$ cat config.mk
export PLATFORM = sky130hd
export DESIGN_NAME = proc_sched_flat
export DESIGN_NICKNAME = d
export VERILOG_FILES = /design/src/rtl/proc_sched_pkg.sv /design/src/rtl/proc_sched_if.sv /design/src/rtl/proc_slot.sv /design/src/rtl/proc_sched.sv /design/src/flat_wrapper.sv
export SDC_FILE = /design/constraint.sdc
export NUM_CORES = 1
export LEC_CHECK = 0
export ABC_AREA = 0
export CELL_PAD_IN_SITES_DETAIL_PLACEMENT = 0
export CELL_PAD_IN_SITES_GLOBAL_PLACEMENT = 1
export CORE_ASPECT_RATIO = 0.5
export CORE_MARGIN = 5
export CORE_UTILIZATION = 34
export CTS_CLUSTER_SIZE = 20
export DETAILED_ROUTE_END_ITERATION = 12
export GPL_TIMING_DRIVEN = 0
export HOLD_SLACK_MARGIN = 0.02
export PLACE_DENSITY = 0.86
export SETUP_SLACK_MARGIN = 0.15
export SLEW_MARGIN = 10
export SYNTH_ARGS = -nofsm -noshare
export SYNTH_HDL_FRONTEND = slang
export SYNTH_SLANG_ARGS = --single-unit
export TNS_END_PERCENT = 100
$ cat constraint.sdc
create_clock -name clk -period 2.25 [get_ports clk]
set_clock_uncertainty 0.1 [all_clocks]
set_input_delay 0.45 -clock clk [delete_from_list [all_inputs] [get_ports clk]]
set_output_delay 0.45 -clock clk [all_outputs]
set_load 0.03 [all_outputs]
$ cat src/rtl/proc_sched_pkg.sv
// -----------------------------------------------------------------------------
// proc_sched_pkg
// Shared types and constants for the job-slot scheduler.
//   slot_state_t : per-slot lifecycle state, encoded exactly as it appears on
//                  the 2-bit-per-slot status bus.
//   N_JOBS_DEF   : default number of job slots.
//   is_terminal  : true for the states a job can end in (FINISHED/KILLED).
// -----------------------------------------------------------------------------
package proc_sched_pkg;

    localparam int N_JOBS_DEF = 8;

    typedef enum logic [1:0] {
        S_IDLE     = 2'd0,
        S_RUNNING  = 2'd1,
        S_FINISHED = 2'd2,
        S_KILLED   = 2'd3
    } slot_state_t;

    function automatic logic is_terminal(input slot_state_t st);
        return (st == S_FINISHED) || (st == S_KILLED);
    endfunction

endpackage

$ cat src/rtl/proc_sched_if.sv
// -----------------------------------------------------------------------------
// proc_sched_if
// Bundles every scheduler-facing signal except clock and reset.
//   slave  : the scheduler side (proc_sched)
//   master : the client side (spawner / workers / supervisor)
// Signals:
//   spawn_valid/spawn_ready/spawn_id : job creation handshake + granted slot
//   start[k] / abort[k]              : one-cycle pulses to worker k
//   done[k]                          : worker k finished pulse
//   kill_valid/kill_id, kill_all     : kill one slot / every running slot
//   await_valid/await_id             : wait on one slot
//   await_busy/await_done            : wait in progress / wait completed pulse
//   reap_valid/reap_id               : return a terminal slot to IDLE
//   status                           : 2 bits per slot, slot k at [2k+1:2k]
// -----------------------------------------------------------------------------
interface proc_sched_if
    import proc_sched_pkg::*;
#(
    parameter int N_JOBS = N_JOBS_DEF,
    parameter int ID_W   = $clog2(N_JOBS)
);
    logic                  spawn_valid;
    logic                  spawn_ready;
    logic [ID_W-1:0]       spawn_id;
    logic [N_JOBS-1:0]     start;
    logic [N_JOBS-1:0]     done;
    logic                  kill_valid;
    logic [ID_W-1:0]       kill_id;
    logic                  kill_all;
    logic [N_JOBS-1:0]     abort;
    logic                  await_valid;
    logic [ID_W-1:0]       await_id;
    logic                  await_busy;
    logic                  await_done;
    logic                  reap_valid;
    logic [ID_W-1:0]       reap_id;
    logic [2*N_JOBS-1:0]   status;

    modport slave (
        input  spawn_valid, done, kill_valid, kill_id, kill_all,
               await_valid, await_id, reap_valid, reap_id,
        output spawn_ready, spawn_id, start, abort, await_busy, await_done,
               status
    );

    modport master (
        output spawn_valid, done, kill_valid, kill_id, kill_all,
               await_valid, await_id, reap_valid, reap_id,
        input  spawn_ready, spawn_id, start, abort, await_busy, await_done,
               status
    );
endinterface

$ cat src/rtl/proc_slot.sv
// -----------------------------------------------------------------------------
// proc_slot
// Lifecycle FSM for a single job slot: IDLE -> RUNNING -> FINISHED|KILLED -> IDLE.
// Ports:
//   clk, rst   : clock, synchronous active-high reset
//   i_spawn    : this slot was granted to an accepted spawn
//   i_done     : worker finished pulse
//   i_kill     : kill request (single-slot or broadcast, already decoded)
//   i_reap     : reap request (already gated against a pending await)
//   o_state    : registered slot state
//   o_start    : one-cycle pulse in the first RUNNING cycle
//   o_abort    : one-cycle pulse in the first KILLED cycle
// -----------------------------------------------------------------------------
module proc_slot
    import proc_sched_pkg::*;
(
    input  logic        clk,
    input  logic        rst,
    input  logic        i_spawn,
    input  logic        i_done,
    input  logic        i_kill,
    input  logic        i_reap,
    output slot_state_t o_state,
    output logic        o_start,
    output logic        o_abort
);

    slot_state_t r_state;
    slot_state_t w_state_next;
    logic        r_start;
    logic        r_abort;
    logic        w_start_next;
    logic        w_abort_next;

    always_ff @(posedge clk) begin
        if (rst) begin
            r_state <= S_IDLE;
            r_start <= 1'b0;
            r_abort <= 1'b0;
        end else begin
            r_state <= w_state_next;
            r_start <= w_start_next;
            r_abort <= w_abort_next;
        end
    end

    always_comb begin
        w_state_next = r_state;
        w_start_next = 1'b0;
        w_abort_next = 1'b0;
        case (r_state)
            S_IDLE: begin
                if (i_spawn) begin
                    w_state_next = S_RUNNING;
                    w_start_next = 1'b1;
                end
            end
            S_RUNNING: begin
                // A finish that races a kill wins: the work completed.
                if (i_done) begin
                    w_state_next = S_FINISHED;
                end else if (i_kill) begin
                    w_state_next = S_KILLED;
                    w_abort_next = 1'b1;
                end
            end
            S_FINISHED, S_KILLED: begin
                if (i_reap) begin
                    w_state_next = S_IDLE;
                end
            end
            default: begin
                w_state_next = S_IDLE;
            end
        endcase
    end

    assign o_state = r_state;
    assign o_start = r_start;
    assign o_abort = r_abort;

endmodule

$ cat src/rtl/proc_sched.sv
// -----------------------------------------------------------------------------
// proc_sched
// Job-slot scheduler: allocates the lowest free slot on spawn, fans kill/reap
// requests out to per-slot FSMs and tracks a single outstanding await.
// Ports:
//   clk  : sole clock, rising edge
//   rst  : synchronous active-high reset
//   bus  : proc_sched_if.slave (spawn, start/done, kill, abort, await, reap,
//          status)
// -----------------------------------------------------------------------------
module proc_sched
    import proc_sched_pkg::*;
#(
    parameter int N_JOBS = N_JOBS_DEF,
    parameter int ID_W   = $clog2(N_JOBS)
)(
    input  logic        clk,
    input  logic        rst,
    proc_sched_if.slave bus
);

    slot_state_t         w_state [N_JOBS];
    logic [N_JOBS-1:0]   w_start;
    logic [N_JOBS-1:0]   w_abort;
    logic [N_JOBS-1:0]   w_spawn_go;
    logic [N_JOBS-1:0]   w_kill;
    logic [N_JOBS-1:0]   w_reap;
    logic [N_JOBS-1:0]   w_reap_block;
    logic [2*N_JOBS-1:0] w_status;

    logic                w_any_idle;
    logic [ID_W-1:0]     w_spawn_id;
    logic                w_spawn_accept;

    logic                r_await_busy;
    logic [ID_W-1:0]     r_await_id;
    logic                w_await_term;
    logic                w_await_done;
    logic                w_await_busy;
    logic                w_await_accept;

    // Lowest-index IDLE slot, from registered state only, so a slot being
    // reaped this cycle can never be handed out in the same cycle.
    always_comb begin
        w_any_idle = 1'b0;
        w_spawn_id = '0;
        for (int i = N_JOBS - 1; i >= 0; i--) begin
            if (w_state[i] == S_IDLE) begin
                w_any_idle = 1'b1;
                w_spawn_id = ID_W'(i);
            end
        end
    end

    assign w_spawn_accept = bus.spawn_valid && w_any_idle;

    // Terminal check on the awaited slot, written as a search so an id
    // beyond N_JOBS simply never completes instead of indexing out of range.
    always_comb begin
        w_await_term = 1'b0;
        for (int i = 0; i < N_JOBS; i++) begin
            if (r_await_id == ID_W'(i)) begin
                w_await_term = is_terminal(w_state[i]);
            end
        end
    end

    // Completion is decoded combinationally from registered state so the pulse
    // lands in the first cycle the slot shows as terminal; busy drops in that
    // same cycle, which also lets a new await be accepted right away.
    assign w_await_done   = r_await_busy && w_await_term;
    assign w_await_busy   = r_await_busy && !w_await_done;
    assign w_await_accept = bus.await_valid && !w_await_busy;

    always_ff @(posedge clk) begin
        if (rst) begin
            r_await_busy <= 1'b0;
            r_await_id   <= '0;
        end else if (w_await_accept) begin
            r_await_busy <= 1'b1;
            r_await_id   <= bus.await_id;
        end else if (w_await_done) begin
            r_await_busy <= 1'b0;
        end
    end

    generate
        for (genvar gi = 0; gi < N_JOBS; gi++) begin : g_slot
            assign w_spawn_go[gi] = w_spawn_accept && (w_spawn_id == ID_W'(gi));

            // kill_all reaches every slot; only RUNNING slots act on it, so a
            // slot that is still IDLE while being spawned is left alone.
            assign w_kill[gi] = (bus.kill_valid && (bus.kill_id == ID_W'(gi)))
                              || bus.kill_all;

            // A slot that is (or is just becoming) the await target must keep
            // its terminal state until the waiter has seen it.
            assign w_reap_block[gi] = (w_await_busy && (r_await_id == ID_W'(gi)))
                                    || (w_await_accept && (bus.await_id == ID_W'(gi)));

            assign w_reap[gi] = bus.reap_valid && (bus.reap_id == ID_W'(gi))
                              && !w_reap_block[gi];

            proc_slot u_slot (
                .clk     (clk),
                .rst     (rst),
                .i_spawn (w_spawn_go[gi]),
                .i_done  (bus.done[gi]),
                .i_kill  (w_kill[gi]),
                .i_reap  (w_reap[gi]),
                .o_state (w_state[gi]),
                .o_start (w_start[gi]),
                .o_abort (w_abort[gi])
            );

            assign w_status[2*gi +: 2] = w_state[gi];
        end
    endgenerate

    assign bus.spawn_ready = w_any_idle;
    assign bus.spawn_id    = w_spawn_id;
    assign bus.start       = w_start;
    assign bus.abort       = w_abort;
    assign bus.await_busy  = w_await_busy;
    assign bus.await_done  = w_await_done;
    assign bus.status      = w_status;

endmodule

$ cat src/flat_wrapper.sv
// flat-port wrapper written by rule: the top's interface ports become plain ports
module proc_sched_flat import proc_sched_pkg::*;
#(
    parameter int N_JOBS = N_JOBS_DEF,
    parameter int ID_W   = $clog2(N_JOBS)
)
  (clk, rst, bus_spawn_valid, bus_done, bus_kill_valid, bus_kill_id, bus_kill_all, bus_await_valid, bus_await_id, bus_reap_valid, bus_reap_id, bus_spawn_ready, bus_spawn_id, bus_start, bus_abort, bus_await_busy, bus_await_done, bus_status);
  proc_sched_if #(.N_JOBS(N_JOBS), .ID_W(ID_W)) bus_i ();
  input  logic clk;
  input  logic rst;
  input wire logic [$bits(bus_i.spawn_valid)-1:0] bus_spawn_valid;
  input wire logic [$bits(bus_i.done)-1:0] bus_done;
  input wire logic [$bits(bus_i.kill_valid)-1:0] bus_kill_valid;
  input wire logic [$bits(bus_i.kill_id)-1:0] bus_kill_id;
  input wire logic [$bits(bus_i.kill_all)-1:0] bus_kill_all;
  input wire logic [$bits(bus_i.await_valid)-1:0] bus_await_valid;
  input wire logic [$bits(bus_i.await_id)-1:0] bus_await_id;
  input wire logic [$bits(bus_i.reap_valid)-1:0] bus_reap_valid;
  input wire logic [$bits(bus_i.reap_id)-1:0] bus_reap_id;
  output wire logic [$bits(bus_i.spawn_ready)-1:0] bus_spawn_ready;
  output wire logic [$bits(bus_i.spawn_id)-1:0] bus_spawn_id;
  output wire logic [$bits(bus_i.start)-1:0] bus_start;
  output wire logic [$bits(bus_i.abort)-1:0] bus_abort;
  output wire logic [$bits(bus_i.await_busy)-1:0] bus_await_busy;
  output wire logic [$bits(bus_i.await_done)-1:0] bus_await_done;
  output wire logic [$bits(bus_i.status)-1:0] bus_status;
  assign bus_i.spawn_valid = bus_spawn_valid;
  assign bus_i.done = bus_done;
  assign bus_i.kill_valid = bus_kill_valid;
  assign bus_i.kill_id = bus_kill_id;
  assign bus_i.kill_all = bus_kill_all;
  assign bus_i.await_valid = bus_await_valid;
  assign bus_i.await_id = bus_await_id;
  assign bus_i.reap_valid = bus_reap_valid;
  assign bus_i.reap_id = bus_reap_id;
  assign bus_spawn_ready = bus_i.spawn_ready;
  assign bus_spawn_id = bus_i.spawn_id;
  assign bus_start = bus_i.start;
  assign bus_abort = bus_i.abort;
  assign bus_await_busy = bus_i.await_busy;
  assign bus_await_done = bus_i.await_done;
  assign bus_status = bus_i.status;
  proc_sched #(.N_JOBS(N_JOBS), .ID_W(ID_W)) u_core (.clk(clk), .rst(rst), .bus(bus_i));
endmodule
# ---- Word level (Yosys, flattened, before mapping)
# Cells that the tools add are included.
dict set report word_totals {
  register_bits 36
  elab_cells 339
  out_inout_bits 38
  in_bits 24
}
dict set report classes {
  bitwise 16
  n_eq_ne 83
  muxes 82
  n_reduce_logical 132
}
# operator n
set op_table {}
lappend op_table {{2-to-1 mux 2 bit} 32}
lappend op_table {{== test 3 bit (second input constant)} 20}
lappend op_table {{logical AND 1 bit} 52}
lappend op_table {{one-hot mux 2 bit (3 select lines)} 8}
lappend op_table {{2-to-1 mux 1 bit} 34}
lappend op_table {{== test 2 bit (second input constant)} 16}
lappend op_table {{!= test 2 bit (second input constant)} 16}
lappend op_table {{OR reduction 2 bit} 16}
lappend op_table {{== test 3 x 2 -> 1 bit (second input constant)} 10}
lappend op_table {{logical OR 1 bit} 24}
lappend op_table {{2-to-1 mux 3 bit} 8}
lappend op_table {{!= test 3 bit (second input constant)} 8}
lappend op_table {{AND reduction 3 bit} 8}
lappend op_table {{OR reduction 3 bit} 8}
lappend op_table {{== test 2 x 1 -> 1 bit (second input constant)} 8}
lappend op_table {{logical NOT 2 bit} 8}
lappend op_table {{NOT 1 bit} 16}
lappend op_table {{== test 3 x 1 -> 1 bit (second input constant)} 5}
lappend op_table {{logical NOT 3 bit} 5}
lappend op_table {{logical NOT 1 bit} 10}
lappend op_table {{nonzero test 2 bit} 1}

# ---- Longest topological paths before layout
# Gate-level depths: netlist of the first run.
dict set report depth {
  word_depth 21
  mapped_depth 9
  depth_no_buf 7
}

# ---- Hierarchy
# A second synthesis of the first run with hierarchy kept.
dict set report hier_totals {
  hier_cells 223
  hier_area_um2 2023.2
}
# module instances cells_per_inst seq_area_each_um2 area_each_um2
set by_module_without_submodules {}
lappend by_module_without_submodules {proc_slot 8 14 80.1 146.4}
lappend by_module_without_submodules {proc_sched 1 111 80.1 852.1}

# ---- Worst setup path before layout of the first run
# No wires, ideal clock.
dict set report synth_timing {
  kind {register to register}
  start {register u_core.g_slot[4].u_slot.r_state[1]}
  end {register u_core.g_slot[5].u_slot.r_state[0]}
  stages_incl_launch_ff 9
  synth_period_minus_slack_ps 2306
  arrival_ps 2084
  n_path_buf 2
  required_ps 2027
  path_slack_ps -56
  setup_ps 123
  cell_sequence {dfxtp_1 -> clkbuf_1 -> mux4_2 -> a21bo_2 -> a31oi_4 -> buf_6 -> inv_2 -> a311oi_2 -> o31ai_2}
}
dict set report synth_via {
  elab_chain_len 17
  word_cells_on_any_way 34
  classes_between {eq/ne (5); mux (14); reduce/logical (15)}
}
# item line
set synth_rtl {}
lappend synth_rtl {{from (decl)} proc_slot.sv:28} ;# slot_state_t r_state;
lappend synth_rtl {{from (signal assigned)} proc_slot.sv:41} ;# r_state <= w_state_next;
lappend synth_rtl {{== test 2 bit} proc_sched_pkg.sv:21} ;# return (st == S_FINISHED) || (st == S_KILLED);
lappend synth_rtl {{logical OR 1 bit *} proc_sched_pkg.sv:21}
lappend synth_rtl {{2-to-1 mux 1 bit * (4 in a row)} proc_sched.sv:62} ;# if (r_await_id == ID_W'(i)) begin
lappend synth_rtl {{logical AND 1 bit *} proc_sched.sv:71} ;# assign w_await_done = r_await_busy && w_await_term;
lappend synth_rtl {{logical NOT 1 bit *} proc_sched.sv:72} ;# assign w_await_busy = r_await_busy && !w_await_done;
lappend synth_rtl {{logical AND 1 bit *} proc_sched.sv:72}
lappend synth_rtl {{named net bus_await_busy} flat_wrapper.sv:24} ;# output wire logic [$bits(bus_i.await_busy)-1:0] bus_await_busy;
lappend synth_rtl {{logical NOT 1 bit} proc_sched.sv:73} ;# assign w_await_accept = bus.await_valid && !w_await_busy;
lappend synth_rtl {{logical AND 1 bit} proc_sched.sv:73}
lappend synth_rtl {{logical AND 1 bit} proc_sched.sv:99} ;# || (w_await_accept && (bus.await_id == ID_W'(gi)));
lappend synth_rtl {{logical OR 1 bit *} proc_sched.sv:99}
lappend synth_rtl {{logical NOT 1 bit *} proc_sched.sv:102} ;# && !w_reap_block[gi];
lappend synth_rtl {{logical AND 1 bit *} proc_sched.sv:102}
lappend synth_rtl {{!= test 2 bit (no source line) *} n/a}
lappend synth_rtl {{AND reduction 3 bit (no source line) *} n/a}
lappend synth_rtl {{to (signal assigned)} proc_slot.sv:41}
lappend synth_rtl {{to (decl)} proc_slot.sv:28}
# Mark *: on every way through the listed nets, which the timed path passes. The rest lies on a longest branch.
# A chain may end at the register's enable or synchronous reset.

# ---- Final worst setup path of the first run
dict set report layout_timing {
  start {register u_core.r_await_id[0]}
  end {output port bus_await_busy}
}
dict set report layout_via {
  elab_chain_len 12
  word_cells_on_any_way 19
  classes_between {eq/ne (7); mux (8); reduce/logical (4)}
}
# item line
set layout_rtl {}
lappend layout_rtl {{from (decl)} proc_sched.sv:36} ;# logic [ID_W-1:0] r_await_id;
lappend layout_rtl {{from (signal assigned)} proc_sched.sv:81} ;# r_await_id <= bus.await_id;
lappend layout_rtl {{logical NOT 3 bit} proc_sched.sv:62}
lappend layout_rtl {{2-to-1 mux 1 bit (7 in a row)} proc_sched.sv:62}
lappend layout_rtl {{2-to-1 mux 1 bit *} proc_sched.sv:62}
lappend layout_rtl {{logical AND 1 bit *} proc_sched.sv:71}
lappend layout_rtl {{logical NOT 1 bit *} proc_sched.sv:72}
lappend layout_rtl {{logical AND 1 bit *} proc_sched.sv:72}
lappend layout_rtl {{to (decl)} flat_wrapper.sv:24}
# Every way passes the cells marked *; elsewhere a longest branch is shown, timed or not.

==> results of run 1 <==
[kinds of logic after synthesis]
logic type,after synthesis,synth area share
AOI/OAI and AO/OA,53,0.197
buffers and inverters,37,0.115
DFF,36,0.360
muxes,4,0.0263
and+or+nand+nor,107,0.301
[cell type report]
| type | instances | area, um2 | area share |
|---|---|---|---|
| Buffer | 27 | 210 | 0.0642 |
| Clock buffer | 5 | 125 | 0.0382 |
| Tap cell | 73 | 91.3 | 0.0279 |
| Inverter | 10 | 40.0 | 0.0122 |
| Timing Repair Buffer | 82 | 767 | 0.234 |
| Sequential cell | 36 | 747 | 0.228 |
| Clock inverter | 3 | 42.5 | 0.0130 |
| Multi-Input combinational cell | 164 | 1250 | 0.382 |
[worst max-delay path by stage]
stage	slack (ns)	depth (start not counted)	start	endpoint
6_report	-0.20	7	u_core.r_await_id[0]	bus_await_busy
3_5_place_dp	-0.50	7	u_core.r_await_id[0]	bus_await_busy
2_1_floorplan	0.16	6	u_core.g_slot[6].u_slot.o_state[0]	bus_spawn_id[0]
4_1_cts	-0.17	7	u_core.r_await_id[0]	bus_await_busy
3_3_place_gp	-0.51	7	u_core.r_await_id[0]	bus_await_busy
5_1_grt	-0.24	8	u_core.r_await_id[0]	bus_await_busy
[routing by layer]
metal	up-vias	wire length, um	track usage
met5	-	0	0
met1	1027	3200	0.230
met3	4	312	0.0352
li1	1019	-	-
met2	55	3240	0.290
met4	0	59	0.0396
[timing repair]
item / CTS / global route
gates cloned: 1 / 0
hold buffers: 0 / 0
buffers inserted: 18 / 4
setup endpoints to repair: 24 / 24
pin swaps: 13 / 8
resized for setup: 68 / 19
[per-stage QoR]
step	std cells	setup TNS [ns]	hold WS, ns	utilization
finish	400	-1.64	0.403	0.586
global route	400	-2.69	0.428	0.586
CTS	396	-0.655	0.398	0.567
detailed placement	369	-1.84	0.403	0.486
global placement	369	-1.67	0.397	0.486
floorplan	237	0	0.428	-
[cell usage in the layout, fill, tap and decap left out, drive strengths merged, types with 2 or more instances in the layout]
cell type,n
mux2i,3
a41o,2
and3,3
clkdlybuf4s50,52
o21ai,4
nor4,7
nand2,13
o21a,2
a311oi,4
dfxtp,36
nor2b,15
nor2,25
o22ai,5
buf,50
clkbuf,10
o31ai,2
a31oi,8
and2b,4
nand4,5
inv,10
and4,2
nor3,11
or3,2
nand3,5
a21oi,16
nand2b,9
[power groups by stage]
stage	sequential (uW)	clock [uW]	combinational, uW
after global routing	678	845	433
final	675	789	411
after detailed placement	686	0	315
after floorplan	697	0	174
after CTS	674	807	379
after global placement	686	0	312
[flip-flops by register name, indices dropped and copies added (netlist names)]
name,count
u_core.g_slot.u_slot.o_abort,8
u_core.g_slot.u_slot.o_start,8
u_core.g_slot.u_slot.o_state,16
u_core.r_await_busy,1
u_core.r_await_id,3
[worst max-delay path, stage by stage (launching register included)]
cell,delay [ns]
dfxtp_2,0.36
buf_6,0.13
mux4_2,0.50
a21bo_4,0.22
a31oi_4,0.10
buf_6,0.14
inv_4,0.05
buf_6,0.12
==> flow_summary.yaml, run 1 <==
setup_path:
  cp_data_required_time_ns: 1.70
  r2r-end: "u_core.g_slot[6].u_slot.o_state[0]"
  critPathMaxFanout: 5
  cp_data_arrival_time_ns: 1.90
  worstRegToRegCells: 10
  end_kind: "output pin"
  r2r_setup_slack_ns: -0.13
  r2r-start: "u_core.r_await_id[2]"
  critPathKind: "register to output pin"
  start_kind: "register"
clock_tree:
  clockRootBuffer: "clkbuf_16"
  cts_tree: "built"
  clock_latency_ns: 0.28
  cts.clk_slew.worst_paths_ns: 0.06
  htreeDepth: 2
  cts_buffer_depth: 2
  cts_buffers: 5
  cts_sinks: 36
sta:
  slew_headroom: 0.565
  hold_viol_final: 0
  tightest_slew_ns: 0.653
  fmax_mhz: 409
  setup_slack_ns: -0.198
  rsz0062_at_grt: "true"
  period_needed_ns: 2.45
  slew_violations: 0
  fin_crit_sh: 1.09
  setup_violations: 19
placement:
  placed_area_um2: 2720
  portBuffers: 59
  hpwlAfterDp_um: 4740
  pre_cts_ws_ns: -0.502
  routabilityCongestion: 0.907
finish:
  nets: 350
  drive_above_1_share: 0.352
  antenna_cells: 0
  fill_cells: 482
  area_growth_pct: 63.7
  final_area_um2: 3280
synth:
  synth-seq-cells: 36
  yosysTopAreaCellShare: 0.360
  yosys.area.top_type: "dfxtp_1"
  syn_avg_cell_area_um2: 8.44
  synth.area.top_cells: "dfxtp_1 (36%), buf_4 (6.0%), nor2_1 (4.7%)"
  yosysMostFrequentCell: "dfxtp_1"
  synth_nets: 261
  async_flop_share: 0
  syn-cell-area_um2: 2000
  synth_edf_count: 0
  synthCells: 237
  synth_cell_types: 52
  yosys-top-cells-count: "dfxtp_1 (36), nor2_1 (25), a21oi_1 (16), buf_4 (16), nor2b_1 (15)"
  synthFlopType: "dfxtp_1"
  ys_seq_area_frac: 0.360
  ys_warn_count: 0
worst_hold_path:
  hp-class: "register to register"
  whs_endpoint: "u_core.g_slot[6].u_slot.o_abort"
  hp-start: "u_core.g_slot[6].u_slot.o_state[1]"
  holdPathStages: 1
pwr:
  powerDensity_nw_per_um2: 573
  p_sw_uw: 502
  internal-power_uw: 1370
  p_seq_frac: 0.360
  peakVddDrop_mv: 0.417
  p_leak_uw: 0.00128
  p_clk_frac: 0.421
  comb_power_share: 0.219
  swShare: 0.268
  total_power_uw: 1880
die:
  start_util: 0.358
  die_w_um: 118
  rows: 19
  die_h_um: 64.2
  ioPinCount: 62
  dieArea_um2: 7610
  core-area_um2: 5590
drt:
  ant_nets: 0
  drt-wirelength-per-cell_um: 17.0
  post_drt_via_cell_ratio: 5.26
  drt_wl_total_um: 6820
  firstDrtPassIters: 4
  drt_iter0_markers: 110
  drcViolationCount: 0
  dr_total_vias: 2105
global_route:
  grt_max_degree: 13
  grt_usage: 0.172
  grt_pass1_vias: 1985
  antenna_found_initial: 0
  grt.overflow.total: 0
  grt_pass1_wl_um: 10500
run_status:
  violations: "setup timing"
  outcome: "finished with violations"
flow_run:
  maxCapViolCount: 0
Note: power is estimated with default switching activity, not from simulation.
==> run 2: changes to the inputs <==
--- a/config.mk
+++ b/config.mk
@@ -15,6 +15,7 @@
 export DETAILED_ROUTE_END_ITERATION = 12
 export GPL_TIMING_DRIVEN = 0
 export HOLD_SLACK_MARGIN = 0.02
+export MAX_ROUTING_LAYER = met4
 export PLACE_DENSITY = 0.86
 export SETUP_SLACK_MARGIN = 0.15
 export SLEW_MARGIN = 10
==> run 2 against run 1 <==
Against the previous run: the flow still finishes with violations (setup timing); first-iteration DRC count up 47%; routed wire length down 5.3%; count of clock-buffer cells in the layout unchanged; design area down 2.6%; largest cell class unchanged; sequential cell count unchanged; utilization down 1.5 points; via count down 1.7%; fmax up 1.3%; clock power down 13%; global-route usage down 0.42 points.
==> flow_summary.yaml, run 2 (synthesized netlist as in run 1, its figures left out) <==
placement:
  hpwlAfterDp_um: 4790
  portBuffers: 59
  routabilityCongestion: 0.888
  placed_area_um2: 2720
  placed_cells_incl_taps: 369
finish:
  area_growth_pct: 59.5
  final_common_cell: "clkdlybuf4s50_1"
  drive_above_1_share: 0.341
  antenna_cells: 0
  final_area_um2: 3190
  most-common-layout-cells: "clkdlybuf4s50_1 (51), buf_4 (35), dfxtp_1 (24)"
  fin_cells: 396
  largest_register_ffs: 16
  nets: 346
clock_tree:
  cts_tree: "built"
  cts_sinks: 36
  cts_buffer_depth: 2
  clockRootBuffer: "clkbuf_16"
  htreeDepth: 2
  clock_latency_ns: 0.28
  cts_buffers: 5
  cts.clk_slew.worst_paths_ns: 0.06
  ctsHoldBuffers: 0
drt:
  drcViolationCount: 0
  dr_total_vias: 2070
  firstDrtPassIters: 4
  ant_nets: 0
  drt_iter0_markers: 162
  drt_wl_total_um: 6460
  drt-wirelength-per-cell_um: 16.3
  post_drt_via_cell_ratio: 5.23
pwr:
  powerDensity_nw_per_um2: 547
  p_leak_uw: 0.00125
  peakVddDrop_mv: 0.300
sta:
  tightest_slew_ns: 0.650
  slew_headroom: 0.566
  fmax_mhz: 414
  slew_violations: 0
  setup_slack_ns: -0.167
  setup_violations: 16
  rsz0062_at_grt: "true"
  hold_viol_final: 0
  period_needed_ns: 2.42
  fin_crit_sh: 1.07
die:
  core-area_um2: 5590
  die_w_um: 118
  ioPinCount: 62
  start_util: 0.358
  die_h_um: 64.2
  rows: 19
  dieArea_um2: 7610
setup_path:
  end_kind: "output pin"
  cp_data_arrival_time_ns: 1.87
  cp_data_required_time_ns: 1.70
  critPathKind: "register to output pin"
  start_kind: "register"
  r2r_setup_slack_ns: -0.12
  critPathMaxFanout: 4
worst_hold_path:
  hp-class: "register to register"
global_route:
  grt_pass1_vias: 1933
  grt_pass1_wl_um: 9980
  antenna_found_initial: 0
  grt_usage: 0.168
  grt_max_degree: 13
  grt.overflow.total: 0
run_status:
  outcome: "finished with violations"
  violations: "setup timing"
flow_run:
  maxCapViolCount: 0
-- run 2: report_power, final --
| part | switching (uW) | internal, uW | leakage [uW] | total, uW |
|---|---|---|---|---|
| clock network | 278 | 408 | 0.0000736 | 686 |
| registers | 21.3 | 651 | 0.000299 | 672 |
| logic | 201 | 186 | 0.000879 | 388 |
| total | 501 | 1250 | 0.00125 | 1750 |
-- run 2: worst paths after layout --
| kind | startpoint | end | depth (start not counted) |
|---|---|---|---|
| max | u_core.r_await_id[0] | bus_await_busy | 7 |
| min | u_core.g_slot[7].u_slot.o_state[0] | u_core.g_slot[7].u_slot.o_state[0] | 2 |
| max reg2reg | u_core.r_await_id[0] | u_core.g_slot[4].u_slot.o_state[1] | 10 |
| min reg2reg | u_core.g_slot[7].u_slot.o_state[0] | u_core.g_slot[7].u_slot.o_state[0] | 2 |
-- run 2: area by class of cell --
cell class                      instances  area, um2
Fill cell                             488       2390
Multi-Input combinational cell        164       1230
Sequential cell                        36        748
Timing Repair Buffer                   78        729
Buffer                                 27        208
Clock buffer                            5        125
Tap cell                               73       91.3
Inverter                               10       40.0
Clock inverter                          3       18.8
-- run 2: metal layers --
metal	vias up	track usage	routed length (um)
met2	55	0.249	2930
met4	0	0.0438	57
met3	4	0.0282	500
met5	-	-	0
met1	994	0.238	2970
li1	1017	-	-
-- run 2: repair_timing --
action,CTS,global route
buffers inserted,9,9
endpoints found under the setup margin,24,26
resized for setup,60,21
cloned,1,0
endpoints found under the hold margin,0,0
pin swaps,14,8
-- run 2: metrics by stage --
step	utilization	worst slack [ns]	total power (uW)	setup TNS [ns]	hold WS, ns
after floorplan	-	0.162	871	0	0.428
after global placement	0.486	-0.522	1000	-1.95	0.397
after detailed placement	0.486	-0.511	1000	-1.79	0.400
after CTS	0.549	-0.166	1730	-0.717	0.409
after global routing	0.571	-0.213	1820	-2.30	0.437
final	0.571	-0.167	1750	-1.01	0.421
-- run 2: critical path, cell delays in order (launching register included) --
cell     delay (ns)
dfxtp_2        0.33
buf_2          0.16
o32a_1         0.37
a21bo_4        0.26
a31oi_4        0.18
buf_6          0.13
inv_4          0.03
buf_6          0.12
==> edit 1, RTL diff (settings of run 2) <==
`N_JOBS_DEF`: 8 -> 4.
--- a/src/rtl/proc_sched_pkg.sv
+++ b/src/rtl/proc_sched_pkg.sv
@@ -9,5 +9,5 @@
 package proc_sched_pkg;
 
-    localparam int N_JOBS_DEF = 8;
+    localparam int N_JOBS_DEF = 4;
 
     typedef enum logic [1:0] {
Interface: changed (8 resized); port bits go from 62 to 38. The function was not compared with the original's and may differ.
==> edit 1 against run 2 <==
Sequential share of layout area increased by 2.2 points; global-route usage decreased by 3.9 points; core utilization is 5.9 points lower; register-to-register slack better by 0.55 ns; total power decreased by 51%; final area fell by 53%; area after synthesis decreased by 49%; sequential cell count down 17; wire length down 60%; setup slack gained 0.40 ns; critical endpoint is now bus_spawn_ready.
==> edit 1: results (changes against run 2) <==
** Outcome
- The flow ran to the end, and the final reports show no timing, DRC or antenna violations.

** Setup path
- The delay of the slowest cell on the worst path is 0.32 ns (-0.05 ns).
- Master of the slowest instance on the critical path :: sky130_fd_sc_hd__clkdlybuf4s15_2
- Arrival @ worst endpoint :: 1.46 ns (-0.41 ns)
- The maximum fanout encountered on the critical timing path came to 8 (+4).

** Route
- The initial DRC count is 87 (-46%).
- The overall via count from detail_route came to 975 (-53%).
- The routed wire length came to 2610 microns (-60%).

** Placement
- Cell Area, Placed :: 0.00143 sq mm (-47%)
- Buffers on Ports :: 37 (-37%)
- The global placer's final weighted congestion came to 0.866 (-2.5%).
- Sum of net half-perimeters after detailed placement :: 2010 microns (-58%)
- The worst-case setup slack after placement came to 0.00352 ns (+0.514 ns).

** Finish
- The flip-flop count of the largest register after layout was 8 (-8).
- Layout cells sized above 1 :: 19.8% (-14 points)
- Filler Cells Inserted :: 281 (-42%)
- Final layout net count :: 180 (-48%)

** GRT
- The number of global-route vias before repair was 884 (-54%).
- The largest net degree at the start of global routing came to 11 (-2).
- The combined global-route utilization of all metal layers came to 12.9% (-3.9 points).
- First-pass GRT wire length :: 4270 microns (-57%)

** Yosys
- Largest cells by area after synthesis :: sky130_fd_sc_hd__dfxtp_1 38%, sky130_fd_sc_hd__buf_4 5.9%, sky130_fd_sc_hd__nor2_1 5.9%
- Synthesized Nets :: 137 (-48%)
- Number of distinct library cell variants in the gate-level netlist after synthesis :: 33 (-37%)
- The proportion of synthesized chip area in sequential cells came to 37.6% (+1.6 points).
- Commonest cells post-synth :: 19 x sky130_fd_sc_hd__dfxtp_1, 16 x sky130_fd_sc_hd__nor2_1, 12 x sky130_fd_sc_hd__nand2_1

** CTS
- The number of buffers added by the clock tree synthesis step is 3 (-2).
- The maximum level of the CTS H-tree is 1 (-1).
- Clock transition time at the flip-flop clock pins of the worst setup and hold paths :: 0.07 ns
- The insertion delay of the later-clocked pin in the worst-skew pair is 0.25 ns (-0.03 ns).
- Clk Tree Root Cell :: sky130_fd_sc_hd__clkbuf_8

** Power
- The leakage dissipation is 0.565 nW (-55%).
- The worst-case vdd ir drop came to 0.275 mV (-8.3%).

** STA
- The normalized max-slew margin is 63.1% (+6.5 points).
- The total of endpoints with negative setup slack in the final report came to 0 (-16).
-- edit 1: cell count changes in the layout (fill, tap and decap cells not counted), sizes merged, moves of 7 or more --
cell,delta
buf,-35
clkdlybuf4s50,-19
dfxtp,-17
a21oi,-14
nor2b,-13
nor2,-9
nand2b,-7
nor3,-7
-- edit 1: layout make-up --
cell class              count  share of cell area, %
multi-input cells          83                   36.9
flip-flops and latches     19                   25.6
repair buffers             38                   24.2
plain buffers              12                   5.42
well taps                  40                   3.34
clock buffers               4                   3.00
inverters                   6                   1.50
-- edit 1: critical path: cells and delay by family, from the launching register on --
| kind | cells | cell delay (ns) |
|---|---|---|
| simple gates | 1 | 0.08 |
| buf+inv | 2 | 0.50 |
| flops | 1 | 0.31 |
| compound gates | 2 | 0.33 |
-- edit 1: report_power, final --
group / total [mW] / switching [mW] / internal (mW)
clock network: 0.235 / 0.110 / 0.126
registers: 0.378 / 0.0218 / 0.356
logic: 0.248 / 0.136 / 0.112
-- edit 1: timing repair --
item                                    CTS  global route
gates cloned                              0             0
endpoints found under the setup margin    5             5
gates resized for setup                  15             8
buffers inserted                          1             0
-- edit 1: final timing paths --
check                                                        start                                  to  slack (ns)  cells past startpoint
worst max-delay path            u_core.g_slot[0].u_slot.o_state[1]                     bus_spawn_ready        0.24                      5
worst min-delay path                          u_core.r_await_id[0]                u_core.r_await_id[0]        0.43                      2
worst max register to register  u_core.g_slot[1].u_slot.o_state[1]  u_core.g_slot[2].u_slot.o_state[0]        0.43                      6
worst min register to register                u_core.r_await_id[0]                u_core.r_await_id[0]        0.43                      2
-- edit 1: logic make-up (layout without fill, tap and decap cells) --
logic type	Yosys count	count (layout)	synth area share, %
AOI/OAI and AO/OA	27	27	22.5
buffers and inverters	18	60	10.0
DFF	19	19	37.6
muxes	4	4	3.96
and+or+nand+nor	52	52	25.9
-- edit 1: layer usage --
metal | vias to the layer above | track usage, % | share of wire (%)
li1 | 513 | - | -
met1 | 439 | 18.0 | 51
met2 | 21 | 17.9 | 44
met3 | 2 | 4.07 | 4.5
met4 | 0 | 3.06 | 0.57
met5 | - | - | 0
-- edit 1: stage by stage --
step	hold slack [ns]	instances	util [%]
after global routing	0.456	202	51.3
after detailed placement	0.416	197	48.9
after CTS	0.429	202	51.5
after floorplan	0.392	120	-
after global placement	0.420	197	48.9
final	0.428	202	51.3
==> edit 2, RTL diff (flow settings as in run 2) <==
Without the edit above. Make the reset (`rst`) asynchronous in 2 clocked blocks. Comments in the files are not updated.
--- a/src/rtl/proc_slot.sv
+++ b/src/rtl/proc_slot.sv
@@ -33,5 +33,5 @@
     logic        w_abort_next;
 
-    always_ff @(posedge clk) begin
+    always_ff @(posedge clk or posedge rst) begin
         if (rst) begin
             r_state <= S_IDLE;
--- a/src/rtl/proc_sched.sv
+++ b/src/rtl/proc_sched.sv
@@ -73,5 +73,5 @@
     assign w_await_accept = bus.await_valid && !w_await_busy;
 
-    always_ff @(posedge clk) begin
+    always_ff @(posedge clk or posedge rst) begin
         if (rst) begin
             r_await_busy <= 1'b0;
Behaviour: differs if rst is asserted again (counterexample within 4 cycles, from zero or initial values and one cycle with rst high); with rst held inactive, the same outputs for 10 cycles.
==> edit 2 against run 2 <==
First-iteration DRC count shrank 63%; die area shrank 2.5%; core utilization shrank 1.9 points; the run still ends with negative setup slack left; setup slack gained 0.14 ns; critical path depth shrank 2; sequential cell count is the same; final area shrank 4.6%; area after synthesis shrank 2.9%; count of clock-buffer cells in the layout is the same; wire length shrank 15%; critical path type unchanged.
Power is not compared: it rests on default switching activity, and its combinational part moved more than twofold at a synthesized area within 25%.
==> edit 2: results (changes against run 2) <==
** Yosys
- Count of warnings emitted by yosys :: 0 (unchanged)
- Share of flip-flops with an asynchronous set or reset after synthesis :: 100% (+100 points)
- In the post-synthesis netlist, the biggest area contributors are sky130_fd_sc_hd__dfrtp_1 46%, sky130_fd_sc_hd__buf_4 6.2%, sky130_fd_sc_hd__a21oi_1 4.6%.
- The instance count of the mapped netlist came to 201 (-15%).
- Number of distinct library cell variants in the gate-level netlist after synthesis :: 39 (-25%)
- Post-synth top flop :: sky130_fd_sc_hd__dfrtp_1
- Commonest cells post-synth :: 36 x sky130_fd_sc_hd__dfrtp_1, 22 x sky130_fd_sc_hd__nor2_1, 18 x sky130_fd_sc_hd__a21oi_1
- The net count after synthesis is 225 (-14%).
- The proportion of synthesized chip area in sequential cells is 46.4% (+10 points).

** CTS
- The tree is rooted in a sky130_fd_sc_hd__clkbuf_16.
- The maximum level of the CTS H-tree came to 2 (unchanged).
- Clock latency reported for the late side of the worst-skew pair :: 0.28 ns (about the same)
- The clock transition at the register clock pins on the worst setup and hold paths after CTS is 0.06 ns (about the same).
- The number of buffers added by the clock tree synthesis step is 5 (unchanged).
- The number of buffers on the longest clock path was 2 (unchanged).

** Route
- The initial DRC count is 60 (-63%).
- The ratio of routed vias to standard cells came to 5.01 (-4.1%).
- The routed wire length was 5510 microns (-15%).
- Wire per inst :: 15.6 microns (-4.5%)
- Number of iterations in the first detailed-routing pass :: 4 (unchanged)
- Count of unresolved DRC violations after routing :: 0 (unchanged)

** Setup path
- Highest fanout seen on the critical path :: 6 (+2)
- Register-to-Register Setup Slack :: 0.05 ns (+0.17 ns)
- Arrival @ worst endpoint :: 1.73 ns (-0.14 ns)

** GRT
- Antenna violations before repair :: 0 (unchanged)
- The combined global-route utilization of all metal layers is 15.5% (-1.3 points).
- First-pass GRT wire length :: 8710 microns (-13%)
- Via count of the first global-routing pass :: 1729 (-11%)
- The largest net degree at the start of global routing was 37 (+24).

** Placement
- Cell Area, Placed :: 0.00265 sq mm (-2.4%)
- The count of input and output buffers is 60 (+1.7%).
- Sum of net half-perimeters after detailed placement :: 3980 microns (-17%)
- The worst-case setup slack after placement was -0.302 ns (+0.208 ns).
- Final weighted congestion of routability-driven global placement :: 0.899 (+1.2%)
- Post-placement cell count :: 334 (-9.5%)

** Power
- For this design the static power due to leakage is 1.29 nW.
- Max IR drop VDD :: 0.492 mV

** Finish
- Flip-flop count of the largest register after layout :: 16 (unchanged)
- The antenna diode count came to 0 (unchanged).
- Final layout net count :: 304 (-12%)
- The share of layout cells above drive strength 1 was 30.6% (-3.5 points).

** Outcome
- Violations in the final reports :: negative setup slack
- The run finished, with violations left.

** STA
- Final setup viols :: 2 (-14)
- The worst hold slack across all endpoints came to 0.436 ns (+0.0158 ns).
- Fin Setup TNS :: -0.0568 ns (+0.958 ns)
- The transition time at the pin with the least slew margin was 0.776 ns (+0.125 ns).
- Smallest setup slack after layout :: -0.0318 ns (+0.135 ns)

** Min path
- Worst hold path type :: flip-flop to flip-flop
==> edit 2: cell types whose count changed in the layout (fill, tap and decap cells not counted), sizes merged, moves of 5 or more <==
| cell | before | now |
|---|---|---|
| buf | 46 | 36 |
| dfrtp | 0 | 36 |
| dfxtp | 36 | 0 |
| nand2 | 13 | 8 |
| nor2b | 15 | 10 |
| nor3 | 11 | 3 |
| nor4 | 7 | 0 |
| nor4b | 1 | 8 |
==> edit 2: path summary, 6_finish.rpt <==
kind,cells after the start,end,from
setup / recovery,5,bus_await_done,u_core.r_await_id[1]
hold / removal,1,u_core.g_slot[1].u_slot.o_abort,u_core.g_slot[1].u_slot.o_state[1]
setup reg to reg,7,u_core.r_await_id[0],u_core.r_await_id[1]
hold reg to reg,1,u_core.g_slot[1].u_slot.o_abort,u_core.g_slot[1].u_slot.o_state[1]
max in group asynchronous,2,u_core.g_slot[1].u_slot.o_state[1],rst
min in group asynchronous,2,u_core.g_slot[4].u_slot.o_start,rst
==> edit 2: what timing repair did <==
action                     4_1_cts  5_1_grt
resized for setup               46       25
pin swaps                        4       13
setup endpoints to repair       12       12
setup buffers                    0       11
gates cloned                     0        1
==> edit 2: where the power goes <==
part / internal [mW] / switching [mW]
clock network: 0.520 / 0.268
logic: 1.11 / 1.21
registers: 0.854 / 0.282
==> edit 2: critical path, stage by stage (launching register included) <==
cell	delay (ns)
sky130_fd_sc_hd__dfrtp_1	0.37
sky130_fd_sc_hd__buf_6	0.13
sky130_fd_sc_hd__mux2i_1	0.12
sky130_fd_sc_hd__mux4_2	0.52
sky130_fd_sc_hd__a21oi_2	0.16
sky130_fd_sc_hd__buf_6	0.14
==> edit 2: logic make-up (layout without fill, tap and decap cells) <==
group	Yosys count	in the layout	share of synthesized area (%)
simple gates	76	76	22.3
flops	36	36	46.4
mux	7	7	4.44
compound gates	49	49	16.5
buf+inv	33	113	10.3
==> edit 2: layout make-up <==
type                            count  area, sq um
Timing Repair Buffer               72          688
Inverter                           13         48.8
Clock inverter                      3         42.5
Multi-Input combinational cell    132          975
Buffer                             20          158
Tap cell                           73         91.3
Sequential cell                    36          916
Fill cell                         489         2470
Clock buffer                        5          125
==> edit 2: routing by layer <==
layer	vias up	track usage, %	share of wire (%)
li1	854	-	-
met1	878	20.5	45
met2	34	23.9	50
met3	9	3.44	4.1
met4	0	4.15	1.0
met5	-	-	0
